**src/rtl/serial_subtractor.sv**
```systemverilog
// serial_subtractor
//   Bit-serial subtractor: diff = a - b (mod 2^WIDTH), one bit per clock,
//   LSB first. A single full-subtractor cell is reused every cycle.
//   Operands are loaded with a start/busy/done handshake.
//
// Ports
//   clk    in   system clock, rising edge
//   rst    in   synchronous active-high reset, overrides everything
//   start  in   request, honoured only in IDLE or DONE (busy=0)
//   a, b   in   minuend / subtrahend, sampled on the accepting edge
//   busy   out  high while bits are being processed (RUN)
//   done   out  one-cycle pulse when diff/bout are updated
//   diff   out  a - b, held until the next completion
//   bout   out  final borrow, 1 when a < b unsigned
module serial_subtractor #(
  parameter int WIDTH = 8
) (
  input  logic             clk,
  input  logic             rst,
  input  logic             start,
  input  logic [WIDTH-1:0] a,
  input  logic [WIDTH-1:0] b,
  output logic             busy,
  output logic             done,
  output logic [WIDTH-1:0] diff,
  output logic             bout
);

  localparam int CW = (WIDTH > 2) ? $clog2(WIDTH) : 1;

  typedef enum logic [1:0] {IDLE, RUN, DONE} state_t;

  state_t           state;
  logic [WIDTH-1:0] sa, sb, sr;
  logic             br;
  logic [CW-1:0]    cnt;

  // Full-subtractor cell on the current LSBs.
  logic d, br_next;
  always_comb begin
    d       = sa[0] ^ sb[0] ^ br;
    br_next = (~sa[0] & sb[0]) | (~(sa[0] ^ sb[0]) & br);
  end

  // Result word after shifting in this cycle's bit; on the last bit this
  // is the complete difference.
  logic [WIDTH-1:0] sr_next;
  assign sr_next = {d, sr[WIDTH-1:1]};

  always_ff @(posedge clk) begin
    if (rst) begin
      state <= IDLE;
      busy  <= 1'b0;
      done  <= 1'b0;
      diff  <= '0;
      bout  <= 1'b0;
      sa    <= '0;
      sb    <= '0;
      sr    <= '0;
      br    <= 1'b0;
      cnt   <= '0;
    end else begin
      case (state)
        // DONE accepts a new start exactly like IDLE so that a held start
        // gives one result every WIDTH+1 cycles.
        IDLE, DONE: begin
          done <= 1'b0;
          if (start) begin
            sa    <= a;
            sb    <= b;
            sr    <= '0;
            br    <= 1'b0;
            cnt   <= '0;
            busy  <= 1'b1;
            state <= RUN;
          end else begin
            busy  <= 1'b0;
            state <= IDLE;
          end
        end
        RUN: begin
          sr  <= sr_next;
          sa  <= sa >> 1;
          sb  <= sb >> 1;
          br  <= br_next;
          cnt <= cnt + CW'(1);
          if (cnt == CW'(WIDTH - 1)) begin
            diff  <= sr_next;
            bout  <= br_next;
            busy  <= 1'b0;
            done  <= 1'b1;
            state <= DONE;
          end
        end
        default: begin
          busy  <= 1'b0;
          done  <= 1'b0;
          state <= IDLE;
        end
      endcase
    end
  end

endmodule

```
**config.mk**
```make
export PLATFORM = sky130hd
export DESIGN_NAME = serial_subtractor
export DESIGN_NICKNAME = d
export VERILOG_FILES = /design/src/rtl/serial_subtractor.sv
export SDC_FILE = /design/constraint.sdc
export NUM_CORES = 1
export LEC_CHECK = 0
export ABC_AREA = 1
export ABC_CLOCK_PERIOD_IN_PS = 3200
export BUFFER_PORTS_ARGS = -buffer_cell sky130_fd_sc_hd__buf_2
export CAP_MARGIN = 20
export CORE_MARGIN = 4
export CORE_UTILIZATION = 59
export DETAILED_ROUTE_END_ITERATION = 12
export PLACE_DENSITY = 0.83
export SKIP_CTS_REPAIR_TIMING = 1
export SLEW_MARGIN = 0
export SYNTH_ARGS = -nofsm -noshare
export SYNTH_HDL_FRONTEND = slang
export SYNTH_SLANG_ARGS = --single-unit
```
**constraint.sdc**
```tcl
create_clock -name clk -period 3.2 [get_ports clk]
set_input_delay 0.64 -clock clk [delete_from_list [all_inputs] [get_ports clk]]
set_output_delay 0.64 -clock clk [all_outputs]
set_load 0.03 [all_outputs]
```
==> metrics.md, run 1 <==
| Metric | Value |
|---|---|
| Setup TNS after final layout | `0 ns` |
| Slowest-stage cell, CP | `sky130_fd_sc_hd__nor2_4` |
| First-pass GRT wire length | `6.22 mm` |
| Share of the yosys chip area belonging to registers | `45.1%` |
| Distinct cell type count after synthesis | `21` |
| Non-filler instance count after layout | `301` |
| Mean instance size in the synthesized netlist | `7.25 sq um` |
| Vias in the first global route | `1410` |
| Commonest non-fill, non-tap cell in the layout | `sky130_fd_sc_hd__nand2_1` |
| Clock tree sinks | `40` |
| Effective utilization at floorplan | `63.3%` |
| Weighted congestion at the end of routability-driven global placement | `0.775` |
| Total power | `0.942 mW` |
| Global route overflow | `0` |
| Sum of buffers and inverters on the critical path | `1` |
| Share of post-route cells with drive strength above 1 | `17.0%` |
| DPL Wire Length | `2.35 mm` |
| Overall fraction of global-route tracks in use | `19.6%` |
| Number of nets in the synthesized netlist | `267` |
| Clock edge transition at the registers on the reported setup and hold paths | `0.12 ns` |
| Proportion of register bits with asynchronous set or reset after synthesis | `0%` |
| Die height | `62.9 microns` |
| Source-to-sink clock delay at the later pin of the worst-skew pair | `0.35 ns` |
| Pre-antenna DRT Iters | `4` |
| Worst hold slack | `0.470 ns` |
| Placed instance count | `293` |
| Slowest stage delay, CP | `0.41 ns` |
| Area growth from synthesis to layout | `9.79%` |
| Leading post-synthesis cells by cell area | `sky130_fd_sc_hd__dfxtp_1 45%, sky130_fd_sc_hd__nand3_1 12%, sky130_fd_sc_hd__nand2_1 9.1%, sky130_fd_sc_hd__inv_1 8.5%, sky130_fd_sc_hd__nor3_1 3.9%` |
| Avg Vias per Cell | `5.18` |
| Launching element type of the critical path | `flip-flop` |
| Number of standard cells after synthesis | `245` |
| Area occupied by multi-input gates | `732 sq um` |
| Post-route fraction of the period consumed by the critical path | `50.4%` |
| Diodes inserted | `0` |
| Number of synthesized flops with an enable pin | `0` |
| R2R Setup Slk | `1.59 ns` |
| Final Max Slew Viols | `0` |
| Utilization of the core after routing | `69.5%` |
| Main flop type after synthesis | `sky130_fd_sc_hd__dfxtp_1` |
| Post-synthesis instance area | `1780 sq um` |
| Register bit total from synthesis | `40` |
| Synthesis warning total | `0` |
| Number of CTS-inserted buffers | `5` |
| Setup violators final | `0` |
| # DRC | `0` |
| First element of the critical path | `state[0]$_SDFFE_PP0P_` |
| Violation count after the first detailed-routing iteration | `116` |
| Detail-routed net length per standard cell | `11.8 microns` |
| Fraction of synthesized cell area taken by the top area cell type | `45.1%` |
| Buffer cell driving the clock tree root | `sky130_fd_sc_hd__clkbuf_4` |
| LEAKAGE | `0.962 nW` |
| Final Cell Area | `1950 sq um` |
| Worst clock skew on the final layout | `0.0115 ns` |
| Power density cells | `483 nW/um^2` |
| Worst-case clock buffer depth | `2` |
| Startpoint-to-endpoint class of the critical path | `reg2reg` |
| Relative slew margins | `61.3%` |
| Filler cells | `242` |
| Path category of the worst min-delay check | `reg2reg` |
| Count of standard-cell rows | `19` |
| Required @ worst endpoint | `3.46 ns` |
| Setup repair after global routing missed its margin | `false` |
| Family of cells with the greatest summed delay on the critical path | `simple AND/OR/NAND/NOR gates` |
| Pin slew with the least headroom to its limit | `0.578 ns` |
| Peak Freq | `620 MHz` |
| IO buf count | `29` |
| Top library cells by usage in the layout, fill and taps aside | `43 x sky130_fd_sc_hd__nand2_1, 41 x sky130_fd_sc_hd__nand3_1, 40 x sky130_fd_sc_hd__inv_1, 40 x sky130_fd_sc_hd__dfxtp_1, 29 x sky130_fd_sc_hd__buf_2` |
| Run status | `finished clean` |
| Post-Place Worst Slack | `1.29 ns` |
| Overall routed net length | `3.54 mm` |
| Register area | `801 sq um` |
| I/O pin count | `30` |
| CTS tree | `yes` |
| Number of H-tree levels | `2` |
| Die Wd | `62.9 microns` |
| Antenna viol nets, final | `0` |
| Critical Path Sink Type | `flip-flop` |
| Biggest fanout along the worst timing path | `21` |
| Instance area after placement | `1890 sq um` |
| Number of antenna violations at the first check in global routing | `0` |
| Crit Reg-Reg Startpoint | `state[0]$_SDFFE_PP0P_` |
| Max-cap violations | `0` |
| Setup slack after layout | `1.59 ns` |
| Total vias in the final route | `1560` |
| Number of failing hold endpoints at the final stage | `0` |
| Hold Crit Start | `diff[0]$_SDFFE_PP0P_` |
| Core region area | `2810 sq um` |
| Fin crit period | `1.61 ns` |
| Nets@finish | `291` |
| Worst VDD drop | `0.000344 V` |
| Area of the die | `3950 sq um` |
| Cell taking the most area after synthesis | `sky130_fd_sc_hd__dfxtp_1` |
| Chain of cells forming the critical path | `inv_2 > nor2_4 > nand3_1 > o21ai_0` |
| Pin count of the biggest net entering global routing | `34` |
| Critical Path AT | `1.87 ns` |
## layout make-up
cell class	count	share of cell area (%)
clock buffers	6	2.63
clock inverters	2	0.513
inverters	42	8.08
multi-input cells	149	37.5
flip-flops and latches	40	41.1
well taps	31	1.99
repair buffers	31	8.21
## sequential cells by signal (all words and copies together) (netlist names)
| register | flops |
|---|---|
| br | 1 |
| busy | 1 |
| sa | 8 |
| diff | 8 |
| sb | 8 |
| bout | 1 |
| cnt | 3 |
| done | 1 |
| state | 2 |
| sr | 7 |
## final timing paths
kind / end / cells after the start
hold / removal: diff[0]$_SDFFE_PP0P_ / 2
setup / recovery: diff[1]$_SDFFE_PP0P_ / 4
setup reg to reg: diff[1]$_SDFFE_PP0P_ / 4
hold reg to reg: diff[0]$_SDFFE_PP0P_ / 2
## tightest hold or removal path: stages (launching register included)
cell and delay (ns):
sky130_fd_sc_hd__dfxtp_1 0.32, sky130_fd_sc_hd__nand2_1 0.06, sky130_fd_sc_hd__a21oi_1 0.05
## report_power, final
part | switching [mW] | leakage (nW) | internal, mW | total [mW]
clock network | 0.160 | 0.0380 | 0.105 | 0.264
logic | 0.0923 | 0.597 | 0.0517 | 0.144
registers | 0.00944 | 0.327 | 0.524 | 0.534
total | 0.262 | 0.962 | 0.681 | 0.942
## synth_stat cells (2+ instances only)
| cell type | n |
|---|---|
| sky130_fd_sc_hd__inv_2 | 2 |
| sky130_fd_sc_hd__nor2_1 | 17 |
| sky130_fd_sc_hd__nand2_2 | 3 |
| sky130_fd_sc_hd__o21ai_0 | 10 |
| sky130_fd_sc_hd__nand2_1 | 43 |
| sky130_fd_sc_hd__nor3_1 | 14 |
| sky130_fd_sc_hd__dfxtp_1 | 40 |
| sky130_fd_sc_hd__buf_2 | 9 |
| sky130_fd_sc_hd__a21oi_1 | 5 |
| sky130_fd_sc_hd__buf_4 | 4 |
| sky130_fd_sc_hd__nand3_1 | 41 |
| sky130_fd_sc_hd__ha_1 | 2 |
| sky130_fd_sc_hd__o22ai_1 | 8 |
| sky130_fd_sc_hd__inv_1 | 40 |
## metal layers
metal	up-vias	global-route usage (%)	wire, microns
li1	824	-	-
met1	678	26.0	1660
met2	52	29.2	1580
met3	6	6.65	239
met4	0	7.44	55
met5	-	0	0
## cell families after synthesis
kind of cell	count (synthesis)	synth area share, %
compound gates	25	7.75
simple gates	121	30.9
flops	40	45.1
buf+inv	56	13.7
fa+ha+maj	3	2.54
Note: power is estimated with default switching activity, not from simulation.
==> run 2, diff against run 1 <==
ABC_CLOCK_PERIOD_IN_PS = 1400   (was 3200)
CORE_UTILIZATION = 49   (was 59)
PLACE_DENSITY = 0.74   (was 0.83)
clock period = 1.4 ns   (was 3.2 ns; I/O delays follow)
==> run 2 against run 1 <==
  * Non-clock buffer count rose by 8
  * Die area grew 18%
  * Hold slack got worse by 0.34 ns
  * Power up 130%
  * Global-route usage decreased by 2.3 points
  * Final area rose by 5.1%
  * Sequential power increased by 130%
  * Critical path depth unchanged
  * Register-to-register slack got worse by 1.4 ns
  * Cell count is 7.6% higher
  * Count of clock-buffer cells in the layout down 1
  * Critical path type unchanged
==> metrics.md, run 2 (synthesis gave the netlist of run 1 again) <==
| Metric | Value |
|---|---|
| Run status | `finished clean` |
| Setup TNS after final layout | `0 ns` |
| IO buf count | `29` |
| Nets@finish | `299` |
| Slowest stage delay, CP | `0.41 ns` |
| Pin slew with the least headroom to its limit | `0.373 ns` |
| Detail-routed net length per standard cell | `10.7 microns` |
| Buffer cell driving the clock tree root | `sky130_fd_sc_hd__clkbuf_4` |
| Relative slew margins | `75.1%` |
| Power density cells | `1070 nW/um^2` |
| DPL Wire Length | `2.46 mm` |
| Top library cells by usage in the layout, fill and taps aside | `43 x sky130_fd_sc_hd__nand2_1, 40 x sky130_fd_sc_hd__inv_1, 40 x sky130_fd_sc_hd__nand3_1, 40 x sky130_fd_sc_hd__dfxtp_1, 29 x sky130_fd_sc_hd__buf_2` |
| Core region area | `3420 sq um` |
| Largest regs | `diff: 8 flops, sa: 8 flops, sb: 8 flops` |
| Worst VDD drop | `0.000751 V` |
| Total vias in the final route | `1556` |
| Utilization of the core after routing | `60.0%` |
| Chain of cells forming the critical path | `inv_2 > nand2_2 > nand2_1 > o21ai_0` |
| Biggest fanout along the worst timing path | `11` |
| Critical Path AT | `1.54 ns` |
| Post-route fraction of the period consumed by the critical path | `88.3%` |
| Count of standard-cell rows | `21` |
| Final Max Slew Viols | `0` |
| Area of the die | `4650 sq um` |
| LEAKAGE | `0.991 nW` |
| Number of H-tree levels | `2` |
| Worst hold slack | `0.128 ns` |
| Post-Place Worst Slack | `0.0192 ns` |
| Number of failing hold endpoints at the final stage | `0` |
| Global route overflow | `0` |
| Placed instance count | `316` |
| Required @ worst endpoint | `1.70 ns` |
| Diodes inserted | `0` |
| Share of post-route cells with drive strength above 1 | `20.1%` |
| Total power | `2.18 mW` |
| Source-to-sink clock delay at the later pin of the worst-skew pair | `0.37 ns` |
| Overall fraction of global-route tracks in use | `17.3%` |
| Worst-case clock buffer depth | `2` |
| Slowest-stage cell, CP | `sky130_fd_sc_hd__dfxtp_1` |
| Clock tree sinks | `40` |
| Fin crit period | `1.24 ns` |
| Effective utilization at floorplan | `52.0%` |
| Filler cells | `339` |
| Die Wd | `68.2 microns` |
| Die height | `68.2 microns` |
| Peak Freq | `809 MHz` |
| Launching element type of the critical path | `flip-flop` |
| Final Cell Area | `2050 sq um` |
| # DRC | `0` |
| Max-cap violations | `0` |
| Setup repair after global routing missed its margin | `false` |
| Avg Vias per Cell | `4.80` |
| Instance area after placement | `1980 sq um` |
| Vias in the first global route | `1399` |
| Violation count after the first detailed-routing iteration | `92` |
| Area growth from synthesis to layout | `15.4%` |
| Worst clock skew on the final layout | `0.00964 ns` |
| CTS tree | `yes` |
| Commonest non-fill, non-tap cell in the layout | `sky130_fd_sc_hd__nand2_1` |
| Overall routed net length | `3.47 mm` |
| Critical Path Sink Type | `flip-flop` |
| Pre-antenna DRT Iters | `4` |
| Startpoint-to-endpoint class of the critical path | `reg2reg` |
| I/O pin count | `30` |
| First-pass GRT wire length | `6.00 mm` |
| Path category of the worst min-delay check | `in2reg` |
| Pin count of the biggest net entering global routing | `22` |
| Setup violators final | `0` |
| Weighted congestion at the end of routability-driven global placement | `0.716` |
| Non-filler instance count after layout | `324` |
| Number of antenna violations at the first check in global routing | `0` |
| Clock edge transition at the registers on the reported setup and hold paths | `0.13 ns` |
| Antenna viol nets, final | `0` |
| Number of CTS-inserted buffers | `5` |
| Setup slack after layout | `0.163 ns` |
-- run 2: worst max-delay path, delay by kind of cell (launching register included) --
| family | cells | cell delay (ns) |
|---|---|---|
| simple gates | 2 | 0.43 |
| flops | 1 | 0.41 |
| compound gates | 1 | 0.26 |
| buf+inv | 1 | 0.06 |
-- run 2: final timing paths --
kind | to | slack (ns) | cells past startpoint | startpoint
worst max-delay path | cnt[1]$_SDFFE_PP0P_ | 0.16 | 4 | state[1]$_SDFFE_PP0P_
worst max register to register | cnt[1]$_SDFFE_PP0P_ | 0.16 | 4 | state[1]$_SDFFE_PP0P_
worst min register to register | cnt[0]$_SDFFE_PP0P_ | 0.48 | 1 | cnt[0]$_SDFFE_PP0P_
worst min-delay path | diff[0]$_SDFFE_PP0P_ | 0.13 | 2 | rst
-- run 2: layer usage --
metal / wire [microns] / part of all wire (%) / track usage [%] / up-vias
met1: 1650 / 48 / 22.5 / 682
met4: 66 / 1.9 / 9.68 / 0
met5: 0 / 0 / 0 / -
met2: 1550 / 45 / 26.0 / 29
li1: - / - / - / 838
met3: 195 / 5.6 / 4.27 / 7
-- run 2: area by class of cell --
class	instances	area [sq um]	area share, %
sequential	40	801	39.1
multi-input combinational	149	739	36.1
clock buffer	5	37.5	1.83
timing repair buffer	39	233	11.4
inverter	42	158	7.69
clock inverter	3	23.8	1.16
tap	46	57.6	2.81
-- run 2: where the power goes --
part	leakage [nW]	switching [mW]	total [mW]	internal, mW
clock	0.0274	0.409	0.606	0.197
combinational	0.637	0.212	0.357	0.145
sequential	0.327	0.0221	1.22	1.20
total	0.991	0.643	2.18	1.54
